===== config.mk =====
export PLATFORM = sky130hd
export DESIGN_NAME = banana_collision_tracker
export DESIGN_NICKNAME = d
export VERILOG_FILES = /design/src/rtl/banana_collision_tracker_pkg.sv /design/src/rtl/banana_collision_tracker_frame_delay_counter.sv /design/src/rtl/banana_collision_tracker.sv
export SDC_FILE = /design/constraint.sdc
export NUM_CORES = 1
export LEC_CHECK = 0
export CAP_MARGIN = 20
export CORE_AREA = 2 2 58 60
export CTS_CLUSTER_DIAMETER = 200
export DETAILED_ROUTE_END_ITERATION = 16
export DIE_AREA = 0 0 60 62
export HOLD_SLACK_MARGIN = 0.06
export PLACE_DENSITY = 0.8
export SYNTH_ARGS = -nofsm -noshare
export SYNTH_HDL_FRONTEND = slang
export SYNTH_SLANG_ARGS = --single-unit

===== constraint.sdc =====
create_clock -name clk -period 3.3 [get_ports clk]
set_input_delay 0.66 -clock clk [delete_from_list [all_inputs] [get_ports clk]]
set_output_delay 0.66 -clock clk [all_outputs]
set_load 0.05 [all_outputs]

===== src/rtl/banana_collision_tracker_pkg.sv =====
// banana_collision_tracker_pkg: shared FSM state type, edge-bit indices and counter widths
package banana_collision_tracker_pkg;
  typedef enum logic [1:0] {VISIBLE, HIT_PENDING, HIDDEN} state_t;
  localparam int EDGE_LEFT   = 3;
  localparam int EDGE_TOP    = 2;
  localparam int EDGE_RIGHT  = 1;
  localparam int EDGE_BOTTOM = 0;
  localparam int HIT_CNT_W   = 8;
  localparam int FRAME_CNT_W = 10;
endpackage


===== src/rtl/banana_collision_tracker_frame_delay_counter.sv =====
// frame_delay_counter: counts frame ticks from zero, flags the tick that reaches i_target
// Ports: clk, resetN (async active-low), i_clear (restart at 0), i_tick (count one frame),
//        i_target (count to reach), o_done (combinational, high on the reaching tick)
module frame_delay_counter
  import banana_collision_tracker_pkg::*;
(
  input  logic                   clk,
  input  logic                   resetN,
  input  logic                   i_clear,
  input  logic                   i_tick,
  input  logic [FRAME_CNT_W-1:0] i_target,
  output logic                   o_done
);
  logic [FRAME_CNT_W-1:0] r_cnt;
  logic [FRAME_CNT_W:0]   w_inc;
  assign w_inc  = {1'b0, r_cnt} + 1'b1;
  assign o_done = i_tick && (w_inc == {1'b0, i_target});
  always_ff @(posedge clk or negedge resetN)
    if (!resetN) r_cnt <= '0;
    else if (i_clear) r_cnt <= '0;
    else if (i_tick) r_cnt <= w_inc[FRAME_CNT_W-1:0];
endmodule


===== src/rtl/banana_collision_tracker.sv =====
// banana_collision_tracker: banana collision detection, per-frame pulses, hide/respawn FSM, hit score
// Ports: clk, resetN (async active-low), startOfFrame, bananaDR, bananaHitEdge[3:0], playerDR,
//        shotDR in; appear, collisionPulse, scoreEvent, hitEdgeLatched[3:0], hitCount[7:0] out
module banana_collision_tracker
  import banana_collision_tracker_pkg::*;
#(
  parameter int RESPAWN_FRAMES = 120
) (
  input  logic                 clk,
  input  logic                 resetN,
  input  logic                 startOfFrame,
  input  logic                 bananaDR,
  input  logic [3:0]           bananaHitEdge,
  input  logic                 playerDR,
  input  logic                 shotDR,
  output logic                 appear,
  output logic                 collisionPulse,
  output logic                 scoreEvent,
  output logic [3:0]           hitEdgeLatched,
  output logic [HIT_CNT_W-1:0] hitCount
);
  state_t     r_state, w_next;
  logic       w_col, w_shot, w_score, w_done;
  logic       r_col_seen, r_shot_seen;
  logic [3:0] r_acc, w_edge;
  assign appear = r_state != HIDDEN;
  assign w_col  = bananaDR && appear && (playerDR || shotDR);
  assign w_shot = w_col && shotDR;
  assign w_edge = {bananaHitEdge[EDGE_LEFT], bananaHitEdge[EDGE_TOP],
                   bananaHitEdge[EDGE_RIGHT], bananaHitEdge[EDGE_BOTTOM]};
  // Only a fresh hit while fully visible scores; HIT_PENDING swallows further shots.
  assign w_score = w_shot && (r_state == VISIBLE) && (startOfFrame || !r_shot_seen);
  frame_delay_counter u_delay (
    .clk      (clk),
    .resetN   (resetN),
    .i_clear  (r_state == HIT_PENDING && startOfFrame),
    .i_tick   (r_state == HIDDEN && startOfFrame),
    .i_target (FRAME_CNT_W'(RESPAWN_FRAMES)),
    .o_done   (w_done)
  );
  always_comb begin
    w_next = r_state;
    case (r_state)
      VISIBLE:     w_next = w_shot ? HIT_PENDING : VISIBLE;
      HIT_PENDING: w_next = startOfFrame ? HIDDEN : HIT_PENDING;
      HIDDEN:      w_next = w_done ? VISIBLE : HIDDEN;
      default:     w_next = VISIBLE;
    endcase
  end
  // A collision on the startOfFrame cycle belongs to the new frame, so the
  // per-frame flags and accumulator are cleared and re-seeded in the same cycle.
  always_ff @(posedge clk or negedge resetN)
    if (!resetN) begin
      r_state        <= VISIBLE;
      collisionPulse <= 1'b0;
      scoreEvent     <= 1'b0;
      r_col_seen     <= 1'b0;
      r_shot_seen    <= 1'b0;
      r_acc          <= '0;
      hitEdgeLatched <= '0;
      hitCount       <= '0;
    end else begin
      r_state        <= w_next;
      collisionPulse <= w_col && (startOfFrame || !r_col_seen);
      scoreEvent     <= w_score;
      r_col_seen     <= (!startOfFrame && r_col_seen) || w_col;
      r_shot_seen    <= (!startOfFrame && r_shot_seen) || w_shot;
      r_acc          <= (startOfFrame ? 4'h0 : r_acc) | (w_col ? w_edge : 4'h0);
      if (startOfFrame) hitEdgeLatched <= r_acc;
      if (w_score && hitCount != '1) hitCount <= hitCount + 1'b1;
    end
endmodule


==> results of run 1 <==
-- cells by family after synthesis --
kind of cell               after synthesis
adders and majority gates                3
buffers and inverters                   13
xor gates and xnor gates                 8
muxes                                    5
and+or+nand+nor                         65
AOI/OAI and AO/OA                       41
DFF                                     32
-- final cells by class --
type	instances	area (um^2)	area share [%]
well taps	46	57.6	2.89
inverters	5	18.8	0.944
clock buffers	6	41.3	2.08
repair buffers	27	263	13.2
multi-input cells	122	802	40.3
flip-flops and latches	32	801	40.3
clock inverters	1	5.00	0.252
-- critical path: stages, from the launching register on --
cell             delay, ps
dfrtp_1                530
nand2b_1               230
clkdlybuf4s50_1        840
-- metal layers --
metal / vias to the layer above / GRT usage [%] / wire, um
met5: - / 0 / 0
met4: 0 / 7.62 / 61
met3: 5 / 6.42 / 173
met2: 39 / 30.9 / 1470
met1: 655 / 26.0 / 1490
li1: 662 / - / -
-- report_power, final --
part | leakage, nW | switching [mW] | internal (mW) | total [mW]
Clock | 0.0281 | 0.126 | 0.0783 | 0.204
Sequential | 0.411 | 0.151 | 0.506 | 0.656
Combinational | 0.369 | 0.415 | 0.269 | 0.684
-- layout by cell type (no fill, tap or decap), drive strengths merged, types with 2 or more instances in the layout --
master	count
nand4	6
o2bb2ai	6
xnor2	8
a21oi	9
nand3	6
a22o	5
o21ai	11
clkinv	2
nor4	6
a21boi	2
ha	3
clkbuf	6
and2	4
mux2	5
nor2	5
nor3	7
or3	2
nand2	19
a311o	2
inv	4
or2	2
a31oi	2
buf	3
and3	2
clkdlybuf4s50	24
nand2b	3
dfrtp	32
-- state kept, by name, summed over array words and instances, names as in the netlist --
signal	count
collisionPulse	1
u_delay.r_cnt	10
r_shot_seen	1
scoreEvent	1
r_acc	4
r_state	2
hitEdgeLatched	4
hitCount	8
r_col_seen	1
-- worst paths after layout --
check                      cells past startpoint             end       start
hold / removal                                 1  collisionPulse  r_col_seen
hold reg to reg                                1  collisionPulse  r_col_seen
setup reg to reg                               4     hitCount[1]  r_state[1]
min in group asynchronous                      2      r_state[0]      resetN
setup / recovery                               2          appear  r_state[1]
max in group asynchronous                      2     hitCount[6]      resetN
-- synth_stat cells (4+ instances only) --
| library cell | number | area share (%) |
|---|---|---|
| a22o_1 | 4 | 2.1 |
| o2bb2ai_1 | 6 | 3.2 |
| dfrtp_1 | 32 | 48 |
| a21oi_1 | 9 | 2.7 |
| inv_1 | 4 | 0.90 |
| nand4_1 | 6 | 2.3 |
| nand3_1 | 5 | 1.5 |
| mux2_2 | 4 | 2.7 |
| nand2_1 | 19 | 4.3 |
| o21ai_0 | 11 | 3.3 |
| nor3_1 | 7 | 2.1 |
| nor2_1 | 5 | 1.1 |
| xnor2_1 | 8 | 4.2 |
| nor4_1 | 6 | 2.3 |
| and2_1 | 4 | 1.5 |
-- per-stage QoR --
step	area [um^2]	utilization [%]	std cells	setup slack (ps)	hold WS [ps]
6_report	1990	62.5	239	710	468
5_1_grt	1990	62.5	239	626	495
4_1_cts	1990	62.5	239	710	475
3_5_place_dp	1940	61.1	232	830	462
3_3_place_gp	1940	61.1	232	903	447
2_1_floorplan	1660	-	167	1510	364
==> impl_metrics.ini, run 1 <==
[finish]
antenna_cells = 0
nets = 206
area_delta_synth_final_pct = 19.6
drive_above_1_share_pct = 8.81
fill_cells = 264

[setup_path]
critPathKind = reg -> out
start_kind = register
endpoint_kind = output pin
required_ps = 2640
path_max_fanout = 13
ff2ff_setup_slack_ps = 1450
arrival_ps = 1930

[yosys]
syn_area_per_cell_um2 = 9.96
synth_top_family_by_area = simple AND/OR/NAND/NOR gates
ys_ff_latch = 32
synth_edf_count = 0
synth_compound_area_share_pct = 16.8
synth_mux_area_share_pct = 3.39
synthSimpleGateAreaFrac_pct = 21.6
synth_fa_ha_area_share_pct = 2.26
syn-num-nets = 180
ys_warn_count = 0
synthXorXnorAreaFrac_pct = 4.21
syn_inst = 167
syn-cell-area_um2 = 1660
synthFlopType = dfrtp_1
synth-async-reset-ratio_pct = 100
yosysUniqueCellTypes = 40
yosysSeqAreaShare_pct = 48.2

[die]
dieArea_um2 = 3720
rows = 21
core_area_um2 = 3180
fp.dieW_um = 60
start_util_pct = 52.3
die_y_um = 62
ios = 25

[drt]
routedWlPerCell_um = 13.4
drt-pass1-iter-count = 4
drt_first_iter_violations = 53
wl_mm = 3.19
ant_nets = 0
drcViolationCount = 0
via_per_inst = 5.69
vias = 1361

[global_route]
grt_start_max_net_pins = 33
antenna_found_initial = 0
grt_pass1_vias = 1235
grt_pass1_wl_mm = 5.48
grt.overflow.total = 0
grtUsageTotal_pct = 19.8

[power_and_ir_drop]
p_leak_nw = 0.808
total_power_mw = 1.54
power_density_nw_per_um2 = 777
vdd_drop_max_mv = 0.415

[timing]
fin_crit_ps = 2590
timing.final.crit_share_pct = 78.5
skew_ps = 6.01
finalSetupTns_ps = 0
tightest_slew_ps = 502
rsz0062_at_grt = no
relSlewSlack_pct = 66.5
hold_viol_final = 0
clock.fmax_mhz = 386
slew_viol_final = 0
setup_viol = 0

[worst_hold_path]
hold_path.class = reg -> reg

[job]
maxCapViolCount = 0

[clocking]
post_cts_resize_count = 0
cts_buffers = 5
root_buffer = clkbuf_4
path_clk_slew_ps = 90
post_cts.repair.setup_buffers = 0
clock_tree.htree_level_count = 2
clock_path_buffers = 2
hold_buffers = 0
cts_sinks = 32
insertion_delay_ps = 330
cts_tree = yes

[placed_design]
gp_congestion = 0.846
place.detailed.hpwl_mm = 2.18
io_buffers = 24

[run_status]
outcome = complete, no violations
Power figures use the tool's default switching activity.
==> run 2, diff against run 1 <==
--- a/config.mk
+++ b/config.mk
@@ -6,12 +6,12 @@
 export NUM_CORES = 1
 export LEC_CHECK = 0
 export CAP_MARGIN = 20
-export CORE_AREA = 2 2 58 60
+export CORE_AREA = 2 2 62 64
 export CTS_CLUSTER_DIAMETER = 200
 export DETAILED_ROUTE_END_ITERATION = 16
-export DIE_AREA = 0 0 60 62
+export DIE_AREA = 0 0 64 66
 export HOLD_SLACK_MARGIN = 0.06
-export PLACE_DENSITY = 0.8
+export PLACE_DENSITY = 0.74
 export SYNTH_ARGS = -nofsm -noshare
 export SYNTH_HDL_FRONTEND = slang
 export SYNTH_SLANG_ARGS = --single-unit
==> constraint.sdc (replaced) <==
create_clock -name clk -period 2.3 [get_ports clk]
set_input_delay 0.46 -clock clk [delete_from_list [all_inputs] [get_ports clk]]
set_output_delay 0.46 -clock clk [all_outputs]
set_load 0.05 [all_outputs]
==> impl_metrics.ini, run 2 (synthesis results as in run 1) <==
[placed_design]
place.detailed.hpwl_mm = 2.59
gp_congestion = 0.825
io_buffers = 24
place_ws_ps = 398
placedCellCount = 235

[global_route]
antenna_found_initial = 0
grt_pass1_vias = 1380
grt_pass1_wl_mm = 6.23
grtUsageTotal_pct = 19.4
grt_start_max_net_pins = 33
grt.overflow.total = 0

[job]
maxCapViolCount = 0

[finish]
utilization_pct = 57.6
final_cells = 243
top_register = u_delay.r_cnt
drive_above_1_share_pct = 10.8
mostFrequentLayoutCell = dfrtp_1
area_delta_synth_final_pct = 22.9
final_cell_mix = 32 x dfrtp_1, 23 x clkdlybuf4s50_1, 19 x nand2_1
reg.largest.list = u_delay.r_cnt (10), hitCount (8)
largest_reg_flops = 10
nets = 207
fill_cells = 327
antenna_cells = 0

[setup_path]
cp_slowest_cell = clkdlybuf4s50_1
arrival_ps = 1620
cp_num_buf_inv = 1
start_kind = register
critPathKind = reg -> out
path_delay_family = buffers and inverters
cp_cell_sequence = clkdlybuf4s50_1
required_ps = 1840
endpoint_kind = output pin
max_stage_delay_ps = 830
path_max_fanout = 5

[drt]
ant_nets = 0
drcViolationCount = 0
wl_mm = 3.66
drt-pass1-iter-count = 4
via_per_inst = 5.80
drt_first_iter_violations = 141
vias = 1410
routedWlPerCell_um = 15.1

[timing]
fin_crit_ps = 2080
hold_viol_final = 0
finalSetupTns_ps = 0
slew_viol_final = 0
timing.final.ws_setup_ps = 221
timing.final.crit_share_pct = 90.4
clock.fmax_mhz = 481
tightest_slew_ps = 508
relSlewSlack_pct = 66.0
skew_ps = 1.81
rsz0062_at_grt = no
whs_ps = 468
setup_viol = 0

[die]
start_util_pct = 46.8
ios = 25
core_area_um2 = 3550
fp.dieW_um = 64
die_y_um = 66
rows = 22
dieArea_um2 = 4220

[clocking]
path_clk_slew_ps = 100
insertion_delay_ps = 340
clock_path_buffers = 2
cts_sinks = 32
hold_buffers = 0
post_cts_resize_count = 0
clock_tree.htree_level_count = 2
cts_buffers = 5
cts_tree = yes
post_cts.repair.setup_buffers = 0
root_buffer = clkbuf_4

[power_and_ir_drop]
clock_power_share_pct = 20.1
vdd_drop_max_mv = 0.789
p_leak_nw = 0.837
internal_power_mw = 1.40
power_density_nw_per_um2 = 1190
p_comb_share_pct = 40.8
p_switching_mw = 1.04
p_seq_share_pct = 39.1
switching_share_pct = 42.5

[run_status]
outcome = complete, no violations

[worst_hold_path]
hold_path.class = reg -> reg
==> run 2: cell count changes in the layout (fill, tap and decap cells not counted) <==
| cell | previous run | this run |
|---|---|---|
| clkbuf_8 | 0 | 2 |
| clkdlybuf4s50_1 | 24 | 23 |
| clkinv_2 | 1 | 0 |
| clkbuf_1 | 1 | 0 |
| buf_4 | 3 | 5 |
| bufinv_16 | 0 | 1 |
==> run 2: power groups by stage <==
stage	sequential, mW	combinational (mW)	clock (mW)
6_report	0.953	0.995	0.489
5_1_grt	0.986	1.08	0.522
4_1_cts	0.953	0.999	0.491
3_5_place_dp	0.962	0.996	0
3_3_place_gp	0.946	0.965	0
2_1_floorplan	1.08	0.579	0
==> run 2: cell type report <==
cell class                 count  area [um^2]  area share (%)
sequential                    32          801            39.2
timing repair buffer          28          268            13.1
clock buffer                   7         65.1            3.18
clock inverter                 1         30.0            1.47
multi-input combinational    122          802            39.2
inverter                       5         18.8           0.918
tap                           48         60.1            2.94
==> run 2: metal layers <==
metal,global-route usage [%],vias to the layer above,routed length (um),part of all wire [%]
met5,0,-,0,0
met4,8.42,0,80,2.2
met3,5.96,9,210,5.7
met2,31.5,46,1830,50
met1,23.7,695,1540,42
li1,-,660,-,-
==> run 2: final timing paths <==
kind | to | slack (ps) | cells after the start | from
setup / recovery | hitCount[2] | 220 | 1 | hitCount[2]
hold / removal | collisionPulse | 470 | 1 | r_col_seen
setup reg to reg | u_delay.r_cnt[7] | 530 | 4 | u_delay.r_cnt[2]
hold reg to reg | collisionPulse | 470 | 1 | r_col_seen
max in group asynchronous | r_state[0] | 1500 | 2 | resetN
min in group asynchronous | hitEdgeLatched[2] | 510 | 2 | resetN
==> run 2: stage by stage <==
step / power [mW] / instance area, um^2
CTS: 2.44 / 2040
global placement: 1.91 / 1950
finish: 2.44 / 2040
floorplan: 1.66 / 1660
global route: 2.59 / 2040
detailed placement: 1.96 / 1950
==> run 3, diff against run 2 <==
--- a/config.mk
+++ b/config.mk
@@ -10,6 +10,7 @@
 export CTS_CLUSTER_DIAMETER = 200
 export DETAILED_ROUTE_END_ITERATION = 16
 export DIE_AREA = 0 0 64 66
+export GPL_ROUTABILITY_DRIVEN = 0
 export HOLD_SLACK_MARGIN = 0.06
 export PLACE_DENSITY = 0.74
 export SYNTH_ARGS = -nofsm -noshare
==> impl_metrics.ini, run 3 (synthesis results as in run 1) <==
[clocking]
insertion_delay_ps = 340
cts_tree = yes
root_buffer = clkbuf_4
cts_buffers = 5
clock_path_buffers = 2
clock_tree.htree_level_count = 2
post_cts_resize_count = 0
cts_sinks = 32
hold_buffers = 0
post_cts.repair.setup_buffers = 0
path_clk_slew_ps = 100

[drt]
wl_met3_um = 141
dr_wl_met2_mm = 1.74
drt-pass1-iter-count = 4
routedWlPerCell_um = 14.2
vias = 1364
wl_met1_mm = 1.52
drcViolationCount = 0
top_layer = met4
ant_nets = 0
via_per_inst = 5.61
wl_mm = 3.46
drt_first_iter_violations = 120

[timing]
tightest_slew_ps = 513
rsz0062_at_grt = no
clock.fmax_mhz = 483
fin_crit_ps = 2070
timing.final.ws_setup_ps = 229
timing.final.crit_share_pct = 90.1
hold_viol_final = 0
slew_viol_final = 0
setup_viol = 0
finalSetupTns_ps = 0
skew_ps = 8.58
relSlewSlack_pct = 65.7

[finish]
final_cell_mix = 32 x dfrtp_1, 23 x clkdlybuf4s50_1, 19 x nand2_1
antenna_cells = 0
drive_above_1_share_pct = 10.3
nets = 207
mostFrequentLayoutCell = dfrtp_1
reg.largest.list = u_delay.r_cnt (10), hitCount (8)
top_register = u_delay.r_cnt
final_cells = 243
utilization_pct = 56.7
largest_reg_flops = 10
area_delta_synth_final_pct = 21.0

[power_and_ir_drop]
p_comb_share_pct = 43.5
clock_power_share_pct = 15.0
p_leak_nw = 0.817
internal_power_mw = 1.26
power_density_nw_per_um2 = 1130
switching_share_pct = 44.7
p_switching_mw = 1.02
p_seq_share_pct = 41.5
vdd_drop_max_mv = 0.793
total_power_mw = 2.28

[setup_path]
cp_slowest_cell = clkdlybuf4s50_1
endpoint_kind = output pin
path_delay_family = buffers and inverters
required_ps = 1840
cp_num_buf_inv = 1
cp_cell_sequence = clkdlybuf4s50_1
critPathKind = reg -> out
arrival_ps = 1610
max_stage_delay_ps = 840
start_kind = register
path_max_fanout = 4
ff2ff_setup_slack_ps = 570

[global_route]
grt_pass1_vias = 1358
grt_start_max_net_pins = 33
antenna_found_initial = 0
grt.overflow.total = 0
grtUsageTotal_pct = 19.1
grt_pass1_wl_mm = 6.15

[placed_design]
placedCellCount = 235
place_ws_ps = 359
io_buffers = 24
place.detailed.hpwl_mm = 2.50

[die]
start_util_pct = 46.8
fp.dieW_um = 64
ios = 25
core_area_um2 = 3550
dieArea_um2 = 4220
rows = 22
die_y_um = 66

[job]
maxCapViolCount = 0

[run_status]
outcome = complete, no violations

[worst_hold_path]
hold_path.class = reg -> reg
[run 3: changes by cell type in the layout (fill, tap and decap cells not counted)]
cell and change:
clkinvlp_4 +1, bufinv_16 -1, clkbuf_1 +1, clkbuf_8 -1
[run 3: routing by layer]
layer	global-route usage (%)	vias up
li1	-	665
met1	22.9	660
met2	31.4	31
met3	4.77	8
met4	10.6	0
met5	0	-
[run 3: layout make-up]
class | count | area (um^2)
clock buffers | 7 | 55.1
fillers | 299 | 1540
flip-flops and latches | 32 | 801
inverters | 5 | 18.8
clock inverters | 1 | 7.51
repair buffers | 28 | 268
well taps | 48 | 60.1
multi-input cells | 122 | 802
[run 3: power groups by stage]
stage	combinational [mW]	clock [mW]	sequential (mW)
floorplan	0.579	0	1.08
global placement	0.961	0	0.939
detailed placement	1.00	0	0.953
CTS	1.00	0.352	0.944
global route	1.08	0.377	0.983
finish	0.992	0.342	0.948
[run 3: final timing paths]
check                                    to        startpoint  cells past startpoint
min in group asynchronous  u_delay.r_cnt[5]            resetN                      2
setup / recovery                hitCount[0]       hitCount[0]                      1
hold reg to reg              collisionPulse        r_col_seen                      1
hold / removal               collisionPulse        r_col_seen                      1
max in group asynchronous        scoreEvent            resetN                      2
setup reg to reg           u_delay.r_cnt[7]  u_delay.r_cnt[2]                      4
[run 3: stage by stage]
step / hold slack, ps / cell area, um^2
2_1_floorplan: 164 / 1660
3_3_place_gp: 439 / 1950
3_5_place_dp: 448 / 1950
4_1_cts: 465 / 2010
5_1_grt: 518 / 2010
6_report: 463 / 2010
